### config.mk
export PLATFORM = sky130hd
export DESIGN_NAME = traffic_light_monitor_flat
export DESIGN_NICKNAME = d
export VERILOG_FILES = /design/src/rtl/traffic_light_monitor_if.sv /design/src/rtl/traffic_light_monitor.sv /design/src/flat_wrapper.sv
export SDC_FILE = /design/constraint.sdc
export NUM_CORES = 1
export LEC_CHECK = 0
export CAP_MARGIN = 10
export CORE_MARGIN = 5
export CORE_UTILIZATION = 35
export DETAILED_ROUTE_END_ITERATION = 16
export HOLD_SLACK_MARGIN = 0.06
export MAX_ROUTING_LAYER = met4
export PLACE_DENSITY = 0.66
export SKIP_CTS_REPAIR_TIMING = 1
export SLEW_MARGIN = 20
export SYNTH_ARGS = -nofsm -noshare
export SYNTH_HDL_FRONTEND = slang
export SYNTH_SLANG_ARGS = --single-unit
### constraint.sdc
create_clock -name clk -period 4.5 [get_ports clk]
set_clock_uncertainty 0.05 [all_clocks]
set_input_delay 0.9 -clock clk [delete_from_list [all_inputs] [get_ports clk]]
set_output_delay 0.9 -clock clk [all_outputs]
set_load 0.02 [all_outputs]
### src/rtl/traffic_light_monitor_if.sv
// Signal bundle between a traffic-light controller and traffic_light_monitor.
// fault_count exists only when TRAFFIC_MON_FAULT_COUNT_EN is defined.
interface traffic_light_monitor_if;
    logic [2:0] light_A;
    logic [2:0] light_B;
    logic       clear;
    logic [2:0] lamp_A;
    logic [2:0] lamp_B;
    logic       fault;
    logic [2:0] fault_code;
`ifdef TRAFFIC_MON_FAULT_COUNT_EN
    logic [7:0] fault_count;
`endif

`ifdef TRAFFIC_MON_FAULT_COUNT_EN
    modport master (
        output light_A, light_B, clear,
        input  lamp_A, lamp_B, fault, fault_code, fault_count
    );
    modport slave (
        input  light_A, light_B, clear,
        output lamp_A, lamp_B, fault, fault_code, fault_count
    );
`else
    modport master (
        output light_A, light_B, clear,
        input  lamp_A, lamp_B, fault, fault_code
    );
    modport slave (
        input  light_A, light_B, clear,
        output lamp_A, lamp_B, fault, fault_code
    );
`endif
endinterface

### src/rtl/traffic_light_monitor.sv
// Safety monitor between a two-direction traffic-light controller and the lamps.
// Optional entry counter output enabled by macro TRAFFIC_MON_FAULT_COUNT_EN.
module traffic_light_monitor #(
    parameter int YEL_MAX    = 5,
    parameter int FLASH_HALF = 1
) (
    input  logic                    clk,
    input  logic                    reset,
    traffic_light_monitor_if.slave  mon
);

    localparam logic [2:0] LAMP_RED = 3'b100;
    localparam logic [2:0] LAMP_YEL = 3'b010;
    localparam logic [2:0] LAMP_GRN = 3'b001;

    localparam logic [3:0] YEL_MAX_C    = 4'(YEL_MAX);
    localparam logic [4:0] FLASH_HALF_C = 5'(FLASH_HALF);

    localparam logic [2:0] CODE_NONE     = 3'd0;
    localparam logic [2:0] CODE_ILLEGAL  = 3'd1;
    localparam logic [2:0] CODE_CONFLICT = 3'd2;
    localparam logic [2:0] CODE_SEQUENCE = 3'd3;
    localparam logic [2:0] CODE_OVERRUN  = 3'd4;

    typedef enum logic [0:0] {
        ST_NORMAL = 1'b0,
        ST_FAULT  = 1'b1
    } state_e;

    function automatic logic is_one_hot(input logic [2:0] code);
        logic ok;
        case (code)
            LAMP_RED: ok = 1'b1;
            LAMP_YEL: ok = 1'b1;
            LAMP_GRN: ok = 1'b1;
            default:  ok = 1'b0;
        endcase
        return ok;
    endfunction

    // Holding is always legal; otherwise only R->G, G->Y, Y->R.
    function automatic logic is_legal_step(input logic [2:0] prev, input logic [2:0] cur);
        logic ok;
        if (prev == cur) begin
            ok = 1'b1;
        end else begin
            case (prev)
                LAMP_RED: ok = (cur == LAMP_GRN);
                LAMP_GRN: ok = (cur == LAMP_YEL);
                LAMP_YEL: ok = (cur == LAMP_RED);
                default:  ok = 1'b0;
            endcase
        end
        return ok;
    endfunction

    function automatic logic [3:0] yel_next(input logic [2:0] cur, input logic [3:0] cnt);
        logic [3:0] nxt;
        if (cur != LAMP_YEL) begin
            nxt = 4'd0;
        end else if (cnt == 4'd15) begin
            nxt = 4'd15;
        end else begin
            nxt = cnt + 4'd1;
        end
        return nxt;
    endfunction

    state_e     state_q,     state_d;
    logic [2:0] prev_a_q,    prev_a_d;
    logic [2:0] prev_b_q,    prev_b_d;
    logic [3:0] yel_a_q,     yel_a_d;
    logic [3:0] yel_b_q,     yel_b_d;
    logic       flash_q,     flash_d;
    logic [3:0] flash_cnt_q, flash_cnt_d;
    logic [2:0] lamp_a_q,    lamp_a_d;
    logic [2:0] lamp_b_q,    lamp_b_d;
    logic       fault_q,     fault_d;
    logic [2:0] code_q,      code_d;
`ifdef TRAFFIC_MON_FAULT_COUNT_EN
    logic [7:0] fault_count_q, fault_count_d;
`endif

    logic [3:0] yel_a_s;
    logic [3:0] yel_b_s;
    logic [2:0] viol_code_s;
    logic       both_red_s;
    logic [4:0] flash_cnt_inc_s;

    // Violation classification on the current inputs, first match wins.
    always_comb begin
        yel_a_s     = yel_next(mon.light_A, yel_a_q);
        yel_b_s     = yel_next(mon.light_B, yel_b_q);
        viol_code_s = CODE_NONE;
        if (!is_one_hot(mon.light_A) || !is_one_hot(mon.light_B)) begin
            viol_code_s = CODE_ILLEGAL;
        end else if ((mon.light_A != LAMP_RED) && (mon.light_B != LAMP_RED)) begin
            viol_code_s = CODE_CONFLICT;
        end else if (!is_legal_step(prev_a_q, mon.light_A) ||
                     !is_legal_step(prev_b_q, mon.light_B)) begin
            viol_code_s = CODE_SEQUENCE;
        end else if ((yel_a_s > YEL_MAX_C) || (yel_b_s > YEL_MAX_C)) begin
            viol_code_s = CODE_OVERRUN;
        end else begin
            viol_code_s = CODE_NONE;
        end
    end

    // Next-state and registered-output computation for NORMAL/FAULT.
    always_comb begin
        state_d         = state_q;
        prev_a_d        = mon.light_A;
        prev_b_d        = mon.light_B;
        yel_a_d         = yel_a_q;
        yel_b_d         = yel_b_q;
        flash_d         = flash_q;
        flash_cnt_d     = flash_cnt_q;
        lamp_a_d        = lamp_a_q;
        lamp_b_d        = lamp_b_q;
        fault_d         = fault_q;
        code_d          = code_q;
        both_red_s      = (mon.light_A == LAMP_RED) && (mon.light_B == LAMP_RED);
        flash_cnt_inc_s = {1'b0, flash_cnt_q} + 5'd1;
`ifdef TRAFFIC_MON_FAULT_COUNT_EN
        fault_count_d   = fault_count_q;
`endif
        case (state_q)
            ST_NORMAL: begin
                if (viol_code_s != CODE_NONE) begin
                    // The entry edge already drives the first flash phase.
                    state_d     = ST_FAULT;
                    fault_d     = 1'b1;
                    code_d      = viol_code_s;
                    flash_d     = 1'b1;
                    flash_cnt_d = 4'd0;
                    lamp_a_d    = LAMP_RED;
                    lamp_b_d    = LAMP_RED;
                    yel_a_d     = 4'd0;
                    yel_b_d     = 4'd0;
`ifdef TRAFFIC_MON_FAULT_COUNT_EN
                    if (fault_count_q != 8'hFF) begin
                        fault_count_d = fault_count_q + 8'd1;
                    end else begin
                        fault_count_d = fault_count_q;
                    end
`endif
                end else begin
                    lamp_a_d = mon.light_A;
                    lamp_b_d = mon.light_B;
                    yel_a_d  = yel_a_s;
                    yel_b_d  = yel_b_s;
                end
            end
            ST_FAULT: begin
                if (mon.clear && both_red_s) begin
                    state_d     = ST_NORMAL;
                    fault_d     = 1'b0;
                    code_d      = CODE_NONE;
                    flash_d     = 1'b0;
                    flash_cnt_d = 4'd0;
                    lamp_a_d    = LAMP_RED;
                    lamp_b_d    = LAMP_RED;
                    yel_a_d     = 4'd0;
                    yel_b_d     = 4'd0;
                end else begin
                    if (flash_cnt_inc_s >= FLASH_HALF_C) begin
                        flash_d     = ~flash_q;
                        flash_cnt_d = 4'd0;
                    end else begin
                        flash_d     = flash_q;
                        flash_cnt_d = flash_cnt_inc_s[3:0];
                    end
                    lamp_a_d = {flash_d, 2'b00};
                    lamp_b_d = {flash_d, 2'b00};
                    yel_a_d  = 4'd0;
                    yel_b_d  = 4'd0;
                end
            end
            default: begin
                state_d     = ST_FAULT;
                fault_d     = 1'b1;
                code_d      = CODE_ILLEGAL;
                flash_d     = 1'b1;
                flash_cnt_d = 4'd0;
                lamp_a_d    = LAMP_RED;
                lamp_b_d    = LAMP_RED;
                yel_a_d     = 4'd0;
                yel_b_d     = 4'd0;
            end
        endcase
    end

    // State and output registers with asynchronous reset to the all-red safe state.
    always_ff @(posedge clk or posedge reset) begin
        if (reset) begin
            state_q       <= ST_NORMAL;
            prev_a_q      <= LAMP_RED;
            prev_b_q      <= LAMP_RED;
            yel_a_q       <= 4'd0;
            yel_b_q       <= 4'd0;
            flash_q       <= 1'b0;
            flash_cnt_q   <= 4'd0;
            lamp_a_q      <= LAMP_RED;
            lamp_b_q      <= LAMP_RED;
            fault_q       <= 1'b0;
            code_q        <= CODE_NONE;
`ifdef TRAFFIC_MON_FAULT_COUNT_EN
            fault_count_q <= 8'd0;
`endif
        end else begin
            state_q       <= state_d;
            prev_a_q      <= prev_a_d;
            prev_b_q      <= prev_b_d;
            yel_a_q       <= yel_a_d;
            yel_b_q       <= yel_b_d;
            flash_q       <= flash_d;
            flash_cnt_q   <= flash_cnt_d;
            lamp_a_q      <= lamp_a_d;
            lamp_b_q      <= lamp_b_d;
            fault_q       <= fault_d;
            code_q        <= code_d;
`ifdef TRAFFIC_MON_FAULT_COUNT_EN
            fault_count_q <= fault_count_d;
`endif
        end
    end

    assign mon.lamp_A     = lamp_a_q;
    assign mon.lamp_B     = lamp_b_q;
    assign mon.fault      = fault_q;
    assign mon.fault_code = code_q;
`ifdef TRAFFIC_MON_FAULT_COUNT_EN
    assign mon.fault_count = fault_count_q;
`endif

endmodule

### src/flat_wrapper.sv
// flat-port wrapper written by rule: the top's interface ports become plain ports
module traffic_light_monitor_flat 
#(
    parameter int YEL_MAX    = 5,
    parameter int FLASH_HALF = 1
)
  (clk, reset, mon_light_A, mon_light_B, mon_clear, mon_lamp_A, mon_lamp_B, mon_fault, mon_fault_code);
  traffic_light_monitor_if mon_i ();
  input  logic clk;
  input  logic reset;
  input wire logic [$bits(mon_i.light_A)-1:0] mon_light_A;
  input wire logic [$bits(mon_i.light_B)-1:0] mon_light_B;
  input wire logic [$bits(mon_i.clear)-1:0] mon_clear;
  output wire logic [$bits(mon_i.lamp_A)-1:0] mon_lamp_A;
  output wire logic [$bits(mon_i.lamp_B)-1:0] mon_lamp_B;
  output wire logic [$bits(mon_i.fault)-1:0] mon_fault;
  output wire logic [$bits(mon_i.fault_code)-1:0] mon_fault_code;
  assign mon_i.light_A = mon_light_A;
  assign mon_i.light_B = mon_light_B;
  assign mon_i.clear = mon_clear;
  assign mon_lamp_A = mon_i.lamp_A;
  assign mon_lamp_B = mon_i.lamp_B;
  assign mon_fault = mon_i.fault;
  assign mon_fault_code = mon_i.fault_code;
  traffic_light_monitor #(.YEL_MAX(YEL_MAX), .FLASH_HALF(FLASH_HALF)) u_core (.clk(clk), .reset(reset), .mon(mon_i));
endmodule
Word level (Yosys, flattened, before mapping)
Cells that the tools add are included.
W data, S select, Z words.
- equal/unequal tests: 22
- bitwise logic cells: 2
- muxes and demuxes: 43
- $add $sub $neg: 3
- reductions and logical operators: 14
- order comparisons: 3
- operators by type and width (operator ; number):
    $mux W4 ; 9
    $mux W3 ; 9
    $pmux W4 S2 ; 3
    $pmux W3 S2 ; 3
    $mux W1 ; 14
    $eq A3 B1 Y1 const B ; 4
    $eq A3 B2 Y1 const B ; 4
    $eq A3 B3 Y1 const B ; 4
    $add A4 B1 Y4 const B ; 2
    $eq A4 B4 Y1 const B ; 2
    $gt A4 B3 Y1 const B ; 2
    $eq A3 B3 Y1 ; 2
    $ne A3 B2 Y1 const B ; 2
    $ne A3 B3 Y1 const B ; 2
    $pmux W1 S2 ; 3
    $pmux W1 S3 ; 2
    $reduce_or A3 Y1 ; 2
    $add A4 B1 Y5 const B ; 1
    $ge A5 B1 Y1 const B ; 1
    $logic_not A1 Y1 ; 4
    $logic_and A1 B1 Y1 ; 3
    $logic_or A1 B1 Y1 ; 3
    $reduce_bool A3 Y1 ; 1
    $ne A2 B1 Y1 const B ; 1
    other kinds (3) ; 4
- bits in registers: 30
- bits of input ports: 9
- output and inout port bits: 10
- logic and storage cells: 98

Depth between registers and ports, before layout
Gate-level depths: netlist of run 1.
- depth after elaboration: 14
- depth in mapped cells: 7
- depth with buffers taken out: 7

Worst setup path after synthesis of run 1
No wires, ideal clock.
- kind: input to register
- start: input port mon_light_A[2]
- end: register u_core.yel_a_q[1]
- path slack: 2.097 ns
- data required time: 4.343 ns
- cell stages on the path: 6
- arrival: 2.246 ns
- buffers on the path: 2
- setup time: 0.107 ns
- path through: buf_6 > or4b_4 > o211ai_4 > nand3b_4 > buf_6 > a2111oi_4
- cells in the longest elaborated chain, start to end: 13
- elaborated cells between the ends (all ways): 27
- classes of those cells: order compare: 1; eq/ne: 6; mux: 12; reduce/logical: 8
- RTL lines (element ; line ; RTL):
    from (decl) ; flat_wrapper.sv:11 ; input wire logic [$bits(mon_i.light_A)-1:0] mon_light_A;
    $eq A3 B3 Y1, or another cell as far along ; traffic_light_monitor.sv:32, traffic_light_monitor.sv:50 ;
    $pmux W1 S3 ; traffic_light_monitor.sv:47 ; case (prev)
    $mux W1 ; traffic_light_monitor.sv:44 ; if (prev == cur) begin
    $mux W1 ; traffic_light_monitor.sv:97 ; end else if ((mon.light_A != LAMP_RED) && (mon.light_B != LAMP_RED)) begin
    $mux W1 ; traffic_light_monitor.sv:95 ; if (!is_one_hot(mon.light_A) || !is_one_hot(mon.light_B)) begin
    $logic_not A1 Y1 ; traffic_light_monitor.sv:99 ; end else if (!is_legal_step(prev_a_q, mon.light_A) ||
    $logic_or A1 B1 Y1 ; traffic_light_monitor.sv:99 ;
    $mux W3 ; traffic_light_monitor.sv:99 ;
    $mux W3 ; traffic_light_monitor.sv:97 ;
    $mux W3 ; traffic_light_monitor.sv:95 ;
    $reduce_bool A3 Y1 ; traffic_light_monitor.sv:129 ; if (viol_code_s != CODE_NONE) begin
    $mux W4 * ; traffic_light_monitor.sv:129 ;
    $pmux W4 S2 * ; traffic_light_monitor.sv:127 ; case (state_q)
    via u_core.yel_a_d[1] ; traffic_light_monitor.sv:72 ; logic [3:0] yel_a_q, yel_a_d;
    to (signal assigned) ; traffic_light_monitor.sv:214 ; yel_a_q <= yel_a_d;
    to (decl) ; traffic_light_monitor.sv:72 ;
Mark *: on every way through the listed nets, which the timed path passes. The rest lies on a longest branch. The select of a mux whose other input is x is not followed.
A chain may end at the register's enable or synchronous reset.

Worst setup path after layout of run 1
- start: input port mon_light_A[0]
- end: register u_core.yel_b_q[0]
- cells in the longest elaborated chain, start to end: 13
- elaborated cells between the ends (all ways): 27
- classes of those cells: order compare: 1; eq/ne: 6; mux: 12; reduce/logical: 8
- RTL lines (element ; line ; RTL):
    $eq A3 B3 Y1, or another cell as far along ; traffic_light_monitor.sv:32, traffic_light_monitor.sv:50 ;
    $pmux W1 S3 ; traffic_light_monitor.sv:47 ;
    $mux W1 ; traffic_light_monitor.sv:44 ;
    $mux W1 ; traffic_light_monitor.sv:97 ;
    $mux W1 ; traffic_light_monitor.sv:95 ;
    $logic_not A1 Y1 ; traffic_light_monitor.sv:99 ;
    $logic_or A1 B1 Y1 ; traffic_light_monitor.sv:99 ;
    $mux W3 ; traffic_light_monitor.sv:99 ;
    $mux W3 ; traffic_light_monitor.sv:97 ;
    $mux W3 * ; traffic_light_monitor.sv:95 ;
    $reduce_bool A3 Y1 * ; traffic_light_monitor.sv:129 ;
    $mux W4 * ; traffic_light_monitor.sv:129 ;
    $pmux W4 S2 * ; traffic_light_monitor.sv:127 ;
    via u_core.yel_b_d[0] ; traffic_light_monitor.sv:73 ; logic [3:0] yel_b_q, yel_b_d;
    to (signal assigned) ; traffic_light_monitor.sv:215 ; yel_b_q <= yel_b_d;
    to (decl) ; traffic_light_monitor.sv:73 ;
Marked as above.

==> reports/results.ini, run 1 <==
[clock_tree]
cts_tree=built
clk_path_buf_depth=2
clock_sinks=30
cts.clk_slew.worst_paths_ns=0.06
clock_latency_ns=0.28
h-tree-depth=2
cts_root_buffer=clkbuf_8
cts-buffers-inserted=5

[global_routing]
grt_overflow=0
antenna_found_initial=0
first_global_vias=1292
grt_first_pass_wirelength_um=6290
grt_max_degree=31
grtUsageTotal_pct=13.4

[placed_design]
dp_hpwl_um=2680
io_buffers=18
place_congestion=0.921

[sta]
rsz0062_at_grt=no
drv_slew=0
tns_ns=0
slew_headroom_pct=59.2
final_hold_viol_count=0
fin_crit_ns=2.80
setup_viol=0
period_share_pct=62.1
worstMarginPinSlew_ns=0.611
fmax_mhz=358

[run]
max_cap_violations=0

[layout]
regArea_um2=756
n_antenna_cell=0
areaGrowthSynthToFinish_pct=17.9
nFillCells=413
drive_gt1_share_pct=13.4
multiInputGateArea_um2=805
nets=184

[yosys]
yosys.cell_types.count=48
syn_area_per_cell_um2=10.8
synthTopCellsByArea=dfrtp_1 (40%), dfstp_2 (6.4%), and3_1 (3.4%), xor2_1 (3.2%), ha_1 (3.1%)
async_reset_ff_share_pct=100
yosysMostFrequentCell=dfrtp_1
synth_enable_flop_cells=0
yosys-top-cells-count=dfrtp_1 (26), nor2_1 (12), and3_1 (9), nor3_1 (9)
ys_dominant_reg_cell=dfrtp_1
synth_top_area_cell=dfrtp_1
syn_area_um2=1630
synth_seq_cells=30
synth.top_cell.area_share_pct=39.8
ys_seq_area_share_pct=46.2
ys_warn_count=0
syn_inst=152

[drt]
dr_total_vias=1258
ant_nets=0
wl_per_cell_um=15.9
totalWireLength_um=3550
dr.pass1.iters=4
vias_per_cell=5.62
drc=0
drt_iter0_markers=71

[power]
max-vdd-ir-drop_mv=0.147
totalPowerFinal_mw=0.603
power_density_nw_per_um2=313
p_leak_nw=0.830

[floorplan]
core_area_um2=4440
die_area_um2=6140
core.rowCount=24
dieWidth_um=78.3
io_pins=19
start_util_pct=36.8
fp.dieH_um=78.3

[min_path]
hold_depth=1
hold_start=u_core.yel_a_q[0]
hold_path_class=flip-flop to flip-flop
hold-path-endpoint=u_core.yel_a_q[0]

[run_status]
status=completed

[worst_setup_path]
rr_startpoint=u_core.yel_b_q[0]
critPathRequiredTime_ns=4.60
crit_arrival_ns=2.90
r2r_slack_ns=2.33
crit_fanout=9
r2r_cells=5
start_kind=primary input
reg2reg_to=u_core.yel_a_q[0]
critical_path_class=primary input to flip-flop
cp-end-kind=flip-flop

critical path, stage by stage:
cell	delay, ns
clkdlybuf4s50_1	0.57
nand2b_1	0.28
a311o_1	0.36
o22ai_2	0.28
or2_1	0.41
nor3_1	0.10
power by group:
| part | total [mW] | internal, mW | switching (mW) | leakage [nW] |
|---|---|---|---|---|
| Clock | 0.218 | 0.123 | 0.0947 | 0.0482 |
| Sequential | 0.297 | 0.286 | 0.0106 | 0.380 |
| Combinational | 0.0886 | 0.0394 | 0.0492 | 0.402 |
| Total | 0.603 | 0.449 | 0.155 | 0.830 |
per-layer routing:
| layer | vias up | global-route usage (%) | wire length (µm) |
|---|---|---|---|
| li1 | 595 | - | - |
| met1 | 617 | 16.5 | 1590 |
| met2 | 38 | 21.0 | 1690 |
| met3 | 8 | 3.89 | 217 |
| met4 | 0 | 5.24 | 56 |
| met5 | - | - | 0 |
cells in the final DEF (no fill, tap or decap), types with 3 or more instances in the layout:
cell             Yosys  layout
inv_1                8       7
ha_1                 4       4
clkbuf_8             0       6
nor2_1              12      12
o21ai_0              6       6
clkdlybuf4s50_1      0      18
dfstp_2              4       4
o21ai_1              3       3
and3_1               9       9
xnor2_1              4       4
nand3_1              5       5
xor2_1               6       6
dfrtp_1             26      26
a21oi_1              8       8
nor3_1               9       9
nor4bb_1             4       4
per-stage QoR:
| step | area [µm²] | std cells | hold WS (ns) | util [%] | worst slack, ns |
|---|---|---|---|---|---|
| after floorplan | 1640 | 153 | 0.417 | - | 2.10 |
| after global placement | 1840 | 216 | 0.442 | 41.3 | 1.42 |
| after detailed placement | 1840 | 216 | 0.464 | 41.3 | 1.39 |
| after CTS | 1930 | 224 | 0.472 | 43.4 | 1.70 |
| after global routing | 1930 | 224 | 0.503 | 43.4 | 1.49 |
| final | 1930 | 224 | 0.471 | 43.4 | 1.70 |
cell families (layout without fill, tap and decap cells):
| kind of cell | Yosys count | count (layout) | share of synthesized area [%] |
|---|---|---|---|
| AOI/OAI and AO/OA | 36 | 36 | 18.1 |
| adders and majority gates | 4 | 4 | 3.06 |
| buffers and inverters | 15 | 34 | 4.75 |
| and+or+nand+nor | 56 | 56 | 22.2 |
| DFF | 30 | 30 | 46.2 |
| other | 1 | 2 | 0.229 |
| xor gates and xnor gates | 10 | 10 | 5.36 |
cell type report:
type	instances	area share, %
Multi-Input combinational cell	108	41.8
Sequential cell	30	39.2
Timing Repair Buffer	18	9.35
Clock buffer	7	4.48
Tap cell	52	3.38
Inverter	8	1.56
Clock inverter	1	0.260
sequential cells by signal, summed over array words and instances, names as in the netlist, 3 cells and up:
register               count
u_core.mon.lamp_B          3
u_core.yel_a_q             4
u_core.yel_b_q             4
u_core.mon.fault_code      3
u_core.mon.lamp_A          3
u_core.flash_cnt_q         4
u_core.prev_a_q            3
u_core.prev_b_q            3
how the worst max path moves through the flow:
stage,start,endpoint,slack [ns]
2_1_floorplan,mon_light_A[2],u_core.yel_a_q[1],2.10
3_3_place_gp,mon_light_A[0],u_core.mon.lamp_A[1],1.42
3_5_place_dp,mon_light_A[2],u_core.yel_a_q[0],1.39
4_1_cts,mon_light_A[2],u_core.yel_a_q[0],1.70
5_1_grt,mon_light_B[2],u_core.yel_a_q[0],1.49
6_report,mon_light_A[0],u_core.yel_b_q[0],1.70
Note: power is estimated with default switching activity, not from simulation.
==> run 2, diff against run 1 <==
--- a/config.mk
+++ b/config.mk
@@ -11,7 +11,7 @@
 export DETAILED_ROUTE_END_ITERATION = 16
 export HOLD_SLACK_MARGIN = 0.06
 export MAX_ROUTING_LAYER = met4
-export PLACE_DENSITY = 0.66
+export PLACE_DENSITY = 0.68
 export SKIP_CTS_REPAIR_TIMING = 1
 export SLEW_MARGIN = 20
 export SYNTH_ARGS = -nofsm -noshare
==> constraint.sdc (replaced) <==
create_clock -name clk -period 2.45 [get_ports clk]
set_clock_uncertainty 0.05 [all_clocks]
set_input_delay 0.49 -clock clk [delete_from_list [all_inputs] [get_ports clk]]
set_output_delay 0.49 -clock clk [all_outputs]
set_load 0.02 [all_outputs]
==> run 2 against run 1 <==
  * Die area unchanged
  * Global-route usage shrank 1.2 points
  * Power rose by 100%
  * Worst hold slack got worse by 0.014 ns
  * Design area increased by 9.9%
  * Clock power up 130%
  * First-iteration DRC count is 21% higher
  * Critical path depth unchanged
  * Critical endpoint unchanged
==> reports/results.ini, run 2 (synthesized netlist as in run 1, its figures left out) <==
[run_status]
status=completed

[layout]
mostFrequentLayoutCells=dfrtp_1 (26), buf_4 (23), clkdlybuf4s50_1 (18), nor2_1 (12)
final_common_cell=dfrtp_1
nets=207  ; +13%
areaGrowthSynthToFinish_pct=29.6
fin_util_pct=47.6  ; +4.3 points
drive_gt1_share_pct=23.6  ; +10 points
reg_top3=u_core.flash_cnt_q (4), u_core.yel_a_q (4), u_core.yel_b_q (4)
n_antenna_cell=0  ; unchanged

[clock_tree]
h-tree-depth=2  ; unchanged
clock_sinks=30  ; unchanged
cts_root_buffer=clkbuf_8
cts_tree=built
cts-buffers-inserted=5  ; unchanged
cts.clk_slew.worst_paths_ns=0.06  ; about the same
clk_path_buf_depth=2  ; unchanged
clock_latency_ns=0.28  ; about the same

[floorplan]
fp.dieH_um=78.3  ; unchanged
core_area_um2=4440  ; unchanged
die_area_um2=6140  ; unchanged
start_util_pct=36.8  ; unchanged
io_pins=19  ; unchanged
dieWidth_um=78.3  ; unchanged
core.rowCount=24  ; unchanged

[worst_setup_path]
r2r_cells=5  ; unchanged
crit_start=mon_light_B[1]
critPathRequiredTime_ns=2.59  ; -2.01 ns
rr_startpoint=u_core.yel_b_q[0]
crit_arrival_ns=2.32  ; -0.58 ns
critical_path_class=primary input to flip-flop
start_kind=primary input
crit_fanout=9  ; unchanged
cp-end-kind=flip-flop

[global_routing]
grtUsageTotal_pct=12.2  ; -1.2 points
grt_max_degree=31  ; unchanged
grt_overflow=0  ; unchanged
top_usage_layer=met2
grt.met3_usage_pct=4.00  ; +0.11 points
grt_use_met2_pct=18.6  ; -2.4 points
antenna_found_initial=0  ; unchanged
use_met1_pct=14.9  ; -1.6 points
first_global_vias=1231  ; -4.7%
grt_first_pass_wirelength_um=5710  ; -9.2%

[power]
power_density_nw_per_um2=574  ; +83%
max-vdd-ir-drop_mv=0.336  ; +130%
totalPowerFinal_mw=1.22  ; +100%
p_leak_nw=0.953  ; +15%

[drt]
dr.pass1.iters=4  ; unchanged
vias_per_cell=5.22  ; -7.0%
ant_nets=0  ; unchanged
totalWireLength_um=3310  ; -6.7%
drc=0  ; unchanged
drt_iter0_markers=86  ; +21%
wl_per_cell_um=13.4  ; -15%
dr_total_vias=1290  ; +2.5%

[sta]
rsz0062_at_grt=no
setup_viol=0  ; unchanged
tns_ns=0  ; unchanged
drv_slew=0  ; unchanged
fin_crit_ns=2.17
final_hold_viol_count=0  ; unchanged
period_share_pct=88.7
fmax_mhz=460
layout_setup_ws_ns=0.277  ; -1.43 ns

[run]
max_cap_violations=0  ; unchanged

[placed_design]
io_buffers=18  ; unchanged
place_congestion=0.805  ; -13%
dp_slack_ns=-0.0228  ; -1.41 ns
dp_hpwl_um=2530  ; -5.6%

[min_path]
hold_depth=1  ; unchanged
hold_path_class=flip-flop to flip-flop
hold_start=u_core.yel_a_q[0]

==> run 2: stage by stage <==
step / std cells / hold slack [ns] / cell area, µm²
final: 247 / 0.457 / 2120
after floorplan: 153 / 0.417 / 1640
after CTS: 247 / 0.467 / 2120
after detailed placement: 239 / 0.455 / 2010
after global routing: 247 / 0.475 / 2120
after global placement: 239 / 0.449 / 2010
==> run 2: power by group <==
| part | total, mW | internal [mW] | switching, mW |
|---|---|---|---|
| logic | 0.181 | 0.0903 | 0.0904 |
| clock network | 0.491 | 0.299 | 0.192 |
| registers | 0.544 | 0.526 | 0.0182 |
| total | 1.22 | 0.915 | 0.300 |
==> run 2: per-layer routing <==
layer / share of wire [%] / up-vias
met1: 47 / 612
li1: - / 641
met4: 1.8 / 0
met3: 5.6 / 6
met2: 46 / 31
met5: 0 / -
==> run 2: worst paths after layout <==
kind | end | slack, ns
min | u_core.yel_a_q[0] | 0.46
min reg2reg | u_core.yel_a_q[0] | 0.46
max | u_core.yel_b_q[0] | 0.28
max reg2reg | u_core.yel_a_q[0] | 0.43
min in group asynchronous | u_core.flash_cnt_q[3] | 0.52
max in group asynchronous | u_core.prev_b_q[2] | 1.51
==> run 2: layout make-up <==
type	count	area (µm²)
clock inverters	3	40.0
flip-flops and latches	30	756
well taps	52	65.1
repair buffers	41	353
clock buffers	5	68.8
inverters	8	30.0
fillers	429	2330
multi-input cells	108	805
==> run 2: critical path, cell delays in order <==
cell and delay [ns]:
clkdlybuf4s50_1 0.56, xor2_1 0.24, o311ai_2 0.43, nand3b_4 0.21, buf_4 0.20, nor3_1 0.19
